--- config.mk ---
export PLATFORM = sky130hd
export DESIGN_NAME = io_pulse_driver
export DESIGN_NICKNAME = d
export VERILOG_FILES = /design/src/rtl/io_pulse_pkg.sv /design/src/rtl/io_pulse_driver_cycle_timer.sv /design/src/rtl/io_pulse_driver.sv
export SDC_FILE = /design/constraint.sdc
export NUM_CORES = 1
export LEC_CHECK = 0
export BUFFER_PORTS_ARGS = -buffer_cell sky130_fd_sc_hd__buf_4
export CORE_MARGIN = 3
export CORE_UTILIZATION = 62
export DETAILED_ROUTE_END_ITERATION = 10
export HOLD_SLACK_MARGIN = 0.03
export PLACE_DENSITY_LB_ADDON = 0.05
export SLEW_MARGIN = 10
export SYNTH_ARGS = -nofsm -noshare
export SYNTH_HDL_FRONTEND = slang
export SYNTH_SLANG_ARGS = --single-unit
export TNS_END_PERCENT = 30
--- constraint.sdc ---
create_clock -name clk -period 3.9 [get_ports clk]
set_clock_uncertainty 0.15 [all_clocks]
set_input_delay 0.585 -clock clk [delete_from_list [all_inputs] [get_ports clk]]
set_output_delay 0.585 -clock clk [all_outputs]
set_load 0.02 [all_outputs]
--- src/rtl/io_pulse_pkg.sv ---
// Shared types and elaboration helpers for the io_pulse_driver block.
package io_pulse_pkg;

  typedef enum logic [1:0] {
    IDLE = 2'd0,
    HIGH = 2'd1,
    GAP  = 2'd2
  } pulse_state_e;

  function automatic bit params_ok(input int high_cycles, input int low_cycles,
                                   input int queue_depth);
    return (high_cycles >= 1) && (low_cycles >= 1) && (queue_depth >= 1);
  endfunction

endpackage

--- src/rtl/io_pulse_driver_cycle_timer.sv ---
// Enable-gated down-counter; a load wins over the decrement and the count parks at zero.
module cycle_timer #(
  parameter int Timer_Width = 5
) (
  input  logic                   clk,
  input  logic                   clk_en,
  input  logic                   async_rst_n,
  input  logic                   load,
  input  logic [Timer_Width-1:0] load_value,
  output logic                   expired
);

  logic [Timer_Width-1:0] count_d;
  logic [Timer_Width-1:0] count_q;

  // Next count: load, decrement towards zero, or hold.
  always_comb begin
    count_d = count_q;
    if (clk_en && load) begin
      count_d = load_value;
    end else if (clk_en && (count_q != {Timer_Width{1'b0}})) begin
      count_d = count_q - Timer_Width'(1);
    end else begin
      count_d = count_q;
    end
  end

  // Count register.
  always_ff @(posedge clk or negedge async_rst_n) begin
    if (!async_rst_n) begin
      count_q <= {Timer_Width{1'b0}};
    end else begin
      count_q <= count_d;
    end
  end

  assign expired = (count_q == {Timer_Width{1'b0}});

endmodule

--- src/rtl/io_pulse_driver.sv ---
// Turns single-cycle event pulses into timed high phases with a guaranteed low gap,
// replaying events that arrive mid-pulse from a small pending counter.
module io_pulse_driver
  import io_pulse_pkg::*;
#(
  parameter  int High_Cycles = 20,
  parameter  int Low_Cycles  = 10,
  parameter  int Queue_Depth = 4,
  localparam int Timer_Width = $clog2(((High_Cycles > Low_Cycles) ? High_Cycles : Low_Cycles) + 1),
  localparam int Count_Width = $clog2(Queue_Depth + 1)
) (
  input  logic                   clk,
  input  logic                   async_rst_n,
  input  logic                   clk_en,
  input  logic                   trigger_in,
  input  logic                   abort,
  output logic                   io_out,
  output logic                   busy,
  output logic [Count_Width-1:0] pending_count,
  output logic                   overflow
);

  if (!params_ok(High_Cycles, Low_Cycles, Queue_Depth)) begin : g_param_check
    $error("io_pulse_driver: High_Cycles, Low_Cycles and Queue_Depth must all be >= 1");
  end

  localparam logic [Timer_Width-1:0] HighLoad = Timer_Width'(High_Cycles - 1);
  localparam logic [Timer_Width-1:0] LowLoad  = Timer_Width'(Low_Cycles - 1);
  localparam logic [Count_Width-1:0] DepthMax = Count_Width'(Queue_Depth);
  localparam logic [Count_Width-1:0] CountOne = Count_Width'(1);
  localparam logic [Count_Width-1:0] CountNil = Count_Width'(0);

  pulse_state_e           state_d, state_q;
  logic [Count_Width-1:0] pend_d, pend_q;
  logic                   io_d, io_q;
  logic                   ovf_d, ovf_q;
  logic                   tmr_load;
  logic [Timer_Width-1:0] tmr_value;
  logic                   tmr_expired;

  cycle_timer #(.Timer_Width(Timer_Width)) u_timer (
    .clk        (clk),
    .clk_en     (clk_en),
    .async_rst_n(async_rst_n),
    .load       (tmr_load),
    .load_value (tmr_value),
    .expired    (tmr_expired)
  );

  // Next-state, pending queue and pin drive; abort outranks any trigger.
  always_comb begin
    state_d   = state_q;
    pend_d    = pend_q;
    io_d      = io_q;
    ovf_d     = 1'b0;
    tmr_load  = 1'b0;
    tmr_value = LowLoad;
    if (!clk_en) begin
      ovf_d = 1'b0;
    end else if (abort) begin
      pend_d = CountNil;
      if (state_q == HIGH) begin
        state_d  = GAP;
        io_d     = 1'b0;
        tmr_load = 1'b1;
      end else begin
        state_d = state_q;
      end
    end else begin
      case (state_q)
        IDLE: begin
          if (trigger_in) begin
            state_d   = HIGH;
            io_d      = 1'b1;
            tmr_load  = 1'b1;
            tmr_value = HighLoad;
          end else begin
            state_d = IDLE;
          end
        end
        HIGH: begin
          if (tmr_expired) begin
            state_d  = GAP;
            io_d     = 1'b0;
            tmr_load = 1'b1;
          end else begin
            state_d = HIGH;
          end
          if (trigger_in && (pend_q < DepthMax)) begin
            pend_d = pend_q + CountOne;
          end else if (trigger_in) begin
            ovf_d = 1'b1;
          end else begin
            pend_d = pend_q;
          end
        end
        GAP: begin
          // A trigger on the replay cycle takes the slot the replayed event frees.
          if (tmr_expired && (pend_q != CountNil)) begin
            state_d   = HIGH;
            io_d      = 1'b1;
            tmr_load  = 1'b1;
            tmr_value = HighLoad;
            pend_d    = trigger_in ? pend_q : (pend_q - CountOne);
          end else if (tmr_expired && trigger_in) begin
            state_d   = HIGH;
            io_d      = 1'b1;
            tmr_load  = 1'b1;
            tmr_value = HighLoad;
          end else if (tmr_expired) begin
            state_d = IDLE;
          end else if (trigger_in && (pend_q < DepthMax)) begin
            pend_d = pend_q + CountOne;
          end else if (trigger_in) begin
            ovf_d = 1'b1;
          end else begin
            state_d = GAP;
          end
        end
        default: begin
          state_d = IDLE;
          io_d    = 1'b0;
          pend_d  = CountNil;
        end
      endcase
    end
  end

  // Control and output registers.
  always_ff @(posedge clk or negedge async_rst_n) begin
    if (!async_rst_n) begin
      state_q <= IDLE;
      pend_q  <= CountNil;
      io_q    <= 1'b0;
      ovf_q   <= 1'b0;
    end else begin
      state_q <= state_d;
      pend_q  <= pend_d;
      io_q    <= io_d;
      ovf_q   <= ovf_d;
    end
  end

  assign io_out        = io_q;
  assign busy          = (state_q != IDLE);
  assign pending_count = pend_q;
  assign overflow      = ovf_q;

endmodule

Word-level counts from Yosys, hierarchy flattened
Cells that the tools add are included.

operators by class
  muxes and demuxes = 47
  reduce and logical (&&, ||, !) cells = 14
  add/subtract/negate cells = 3
  $lt $le $gt $ge = 1
  equal/unequal tests = 12

operators with widths
  operator             count
  $mux 5               7
  $mux 1               20
  $mux 3               6
  $mux 2               8
  $ne 4x4->1 const B   4
  $ne 6x6->1 const B   2
  $pmux 5 s2           1
  $reduce_and 5->1     2
  $pmux 3 s3           1
  $ne 3x3->1 const B   2
  $pmux 1 s3           2
  $pmux 2 s3           1
  $logic_and 1x1->1    5
  $logic_not 5->1      1
  $reduce_bool 5->1    1
  $sub 5x1->5 const B  1
  $reduce_and 4->1     1
  $reduce_bool 2->1    2
  $add 3x1->3 const B  1
  $lt 3x3->1 const B   1
  $reduce_bool 3->1    1
  $sub 3x1->3 const B  1
  $eq 2x1->1 const B   1
  $eq 2x2->1 const B   1
  other kinds (4)      4

storage, ports and cells
  logic and storage cells = 82
  register bits after elaboration = 12
  input port bits = 5

Longest topological paths before layout
  depth in word-level cells = 9
  depth in mapped cells = 8

Hierarchy
Synthesis repeated with hierarchy kept, for this count alone.

second synthesis, totals
  cell total of the unflattened synthesis = 124
  area, all modules = 1077.3 µm²

by module, submodules not included
  module           times used  cells an instance  area each (µm²)
  io_pulse_driver  1           90                 739.5
  cycle_timer      1           34                 337.8

Worst setup path before layout
Ideal clock, no wire load.

  path type = register to register
  start point = reg u_timer.count_q[0]
  end point = reg u_timer.count_q[4]
  arrival = 1928 ps
  cell stages (with the launch flop) = 9
  slack = 1696 ps
  setup time = 126 ps
  required time = 3624 ps
  path buffers = 1
  cell sequence = dfrtp_1 -> inv_1 -> ha_1 -> or4b_1 -> buf_6 -> a21o_1 -> o311a_2 -> and3b_1 -> a221o_1

between the ends
  word-level cells in the longest chain between the ends = 9

RTL lines
  what                                                RTL line                           RTL
  start, declared                                     io_pulse_driver_cycle_timer.sv:14  logic [Timer_Width-1:0] count_q;
  start signal, assigned                              io_pulse_driver_cycle_timer.sv:31  count_q <= {Timer_Width{1'b0}};
  start signal, assigned                              io_pulse_driver_cycle_timer.sv:33  count_q <= count_d;
  $logic_not 5->1                                     io_pulse_driver_cycle_timer.sv:37  assign expired = (count_q == {Timer_Width{1'b0}});
  $logic_and 1x1->1                                   io_pulse_driver.sv:105             end else if (tmr_expired && trigger_in) begin
  $mux 1                                              io_pulse_driver.sv:105
  $mux 1                                              io_pulse_driver.sv:99              if (tmr_expired && (pend_q != CountNil)) begin
  $pmux 1 s3                                          io_pulse_driver.sv:70              case (state_q)
  $mux 1                                              io_pulse_driver.sv:60              end else if (abort) begin
  $mux 1                                              io_pulse_driver.sv:58              if (!clk_en) begin
  $logic_and 1x1->1                                   io_pulse_driver_cycle_timer.sv:19  if (clk_en && load) begin
  $mux 5 / $reduce_bool 2->1 (equally long branches)  -

Parallel ways exist; a longest one is shown, timed or not. The select of a mux whose other input is x is not followed.
A chain may end at the register's enable or synchronous reset.

Final worst setup path
Same ends and word-level chain as after synthesis.

==> results.md <==
- Final Hold Slack: 0.358 ns
- Number of global-route vias before repair: just under 900
- Commonest non-fill, non-tap cell in the layout: dfrtp_1
- First-pass GRT wire length: 3940 um
- DRT iter0 DRCs: 37
- Root buffer cell: clkbuf_4
- Final cell count without fillers: between 100 and 150
- Most frequent cells in the layout: dfrtp_1 (12), nand2_1 (10), buf_4 (10), inv_1 (9), ha_1 (9)
- WS Path Type: reg2reg
- DRC viols: 0
- Cell row count: 14
- Worst-path clk slew: 0.08 ns
- Yosys cell types: 43
- Htree depth: 1
- Seq/Total Area, Yosys: 28.3%
- RR Endpoint: u_timer.count_q[4]
- Via count: ~1,000
- DRT antenna net count: 0
- # setup viols final: 0
- IR drop worst, VDD: 0.000466 V
- Post-placement cell area: 1130 um^2
- Actual slew at the worst max-slew pin: about 0.74 ns
- Register area: 300 um^2
- Area taken by multi-input logic gates: 702 um^2
- Post-route minimum period: ~2.4 ns
- DIE WIDTH: 47.4 um
- Pre-antenna DRT Iters: 4
- Largest net degree at the start of global routing: 14
- Ant diodes: 0
- Power per Cell Area: 652 nW/um^2
- CP endpoint kind: register
- Average size of a mapped cell: 8.71 um^2
- Placed insts: roughly 140
- GRT overflow: 0
- Critical R2R Launch: u_timer.count_q[0]
- Post-Place Setup Slack: 1.48 ns
- Final wirelength: around 2400 um
- Max Fanout on Critical Path: 9
- CTS tree: yes
- Max Slew Vio Count: 0
- Area grow syn2layout: 10.8%
- Die Area: 2250 um^2
- Worst-Skew Late Latency: 0.29 ns
- Nets@finish: ~150
- IO Pins: 11
- Final Cycle Share: 62.4%
- Crit path required time: 3.92 ns
- GPL Wtd Cong: roughly 0.88
- CTS Buf Count: 3
- HP Class: reg2reg
- Gr usage total: approximately a quarter
- Cell Area, Synth: 1060 um^2
- Initial core utilization: 68.1%
- Total core area: approximately 1600 um^2
- Yosys warning count: 0
- Clk buf depth: 2
- HPWL after DPL: between 1500 and 2000 um
- Post-synthesis register bit count: 12
- Syn nets: 136
- CTS sink cnt: 12
- Post_cts resized: 0
- Share of post-route cells with drive strength above 1: about 15%
- CP Launch Type: register
- Beginning of the worst hold path: u_timer.count_q[0]
- Worst Hold Path EP: u_timer.count_q[0]
- Fin worst setup slack: around 1.5 ns
- Max Freq: 411 MHz
- Leak: 0.000535 uW
- Run status: finished clean
- MaxCap Viol Count: 0
- Area of all placed cells without fillers: between 1000 and 1500 um^2
- Post-Synthesis Cells: 122
- Final Hold Viols: 0
- Fin Setup TNS: 0 ns
- Initial antenna violation count: 0
- Buffers on Ports: 10
- Vias/cell: 6.74
- Reg2reg setup slack: 1.46 ns
- # fillers: between 100 and 150
- Slew HR: 49.8%
- Unrepaired setup endpoints after global routing: no
- WL/cell: 16.0 um
- WHS Path Cells: 1
- Die height: 47.4 um
- R2r worst-path depth: 7
- Arr. time, crit path: 2.46 ns
## worst max-delay path, cell delays in order (launching register included)
cell and delay [ns]:
dfrtp_1 0.41, inv_1 0.09, ha_1 0.17, or4b_1 0.65, a21o_1 0.24, o311a_2 0.16
and3b_1 0.18, a221o_1 0.28
## report_power, final
group	total, uW	internal [uW]	switching, uW
Clock	106	56.9	48.8
Sequential	231	171	59.2
Combinational	432	185	247
Total	768	413	355
## Yosys cell counts, drive strengths merged
library cell	instances	area, um^2
and4	1	8.76
inv	9	33.8
or3	1	6.26
and3	1	6.26
o22ai	2	26.3
clkbuf	4	15.0
o41ai	3	26.3
a211o	1	10.0
and2b	1	7.51
mux2i	2	20.0
or4b	1	10.0
nand2	10	37.5
nand2b	8	50.1
o21a	1	7.51
dfrtp	12	300
nor4b	1	23.8
nor2b	3	18.8
a21oi	7	35.0
o211ai	1	7.51
nand3b	1	7.51
buf	1	11.3
o21bai	2	15.0
a22oi	1	7.51
a21o	1	7.51
o221ai	1	8.76
a22o	2	17.5
nor2	4	15.0
o311a	2	21.3
a32oi	1	8.76
nand4	1	6.26
o31ai	3	22.5
nand3	2	10.0
o311ai	2	17.5
a31oi	1	6.26
o21ai	8	47.6
nor3	7	35.0
a211oi	2	15.0
ha	9	113
and3b	1	8.76
a221o	1	10.0
## worst max-delay path by stage
| stage | from | endpoint | slack, ns |
|---|---|---|---|
| after global routing | u_timer.count_q[0] | state_q[1] | 1.30 |
| after detailed placement | u_timer.count_q[0] | u_timer.count_q[4] | 1.48 |
| after CTS | u_timer.count_q[0] | u_timer.count_q[4] | 1.46 |
| after global placement | u_timer.count_q[0] | u_timer.count_q[4] | 1.55 |
| after floorplan | u_timer.count_q[0] | u_timer.count_q[4] | 1.70 |
| final | u_timer.count_q[0] | u_timer.count_q[4] | 1.46 |
## final cells by class
| cell class | instances | area share, % |
|---|---|---|
| clock buffers | 4 | 3.08 |
| repair buffers | 11 | 7.23 |
| inverters | 9 | 2.87 |
| well taps | 16 | 1.70 |
| multi-input cells | 96 | 59.6 |
| flip-flops and latches | 12 | 25.5 |
## stage by stage
step | total power, uW | util (%)
finish | 768 | 75.5
CTS | 766 | 75.5
global route | 835 | 75.5
detailed placement | 660 | 72.6
floorplan | 553 | -
global placement | 646 | 72.6
## state kept, by name, indices dropped and copies added (netlist names)
name             count
u_timer.count_q      5
pending_count        3
state_q              2
io_out               1
overflow             1
## routing by layer
metal	up-vias	wire (um)	track usage [%]
met1	470	1070	34.9
li1	484	-	-
met2	37	1100	37.4
met5	-	0	0
met3	6	156	4.21
met4	0	42	10.5
## repair_timing
| action | in CTS | in global routing |
|---|---|---|
| buffers inserted | 0 | 0 |
| hold buffers | 1 | 0 |
| hold endpoints to repair | 12 | 0 |
## kinds of logic after synthesis
logic type	Yosys count	share of synthesized area (%)
AOI/OAI and AO/OA	42	29.9
muxes	2	1.88
adders and majority gates	9	10.6
buffers and inverters	14	5.65
DFF	12	28.3
and+or+nand+nor	43	23.7
No activity file was read; power rests on OpenSTA's default activity.
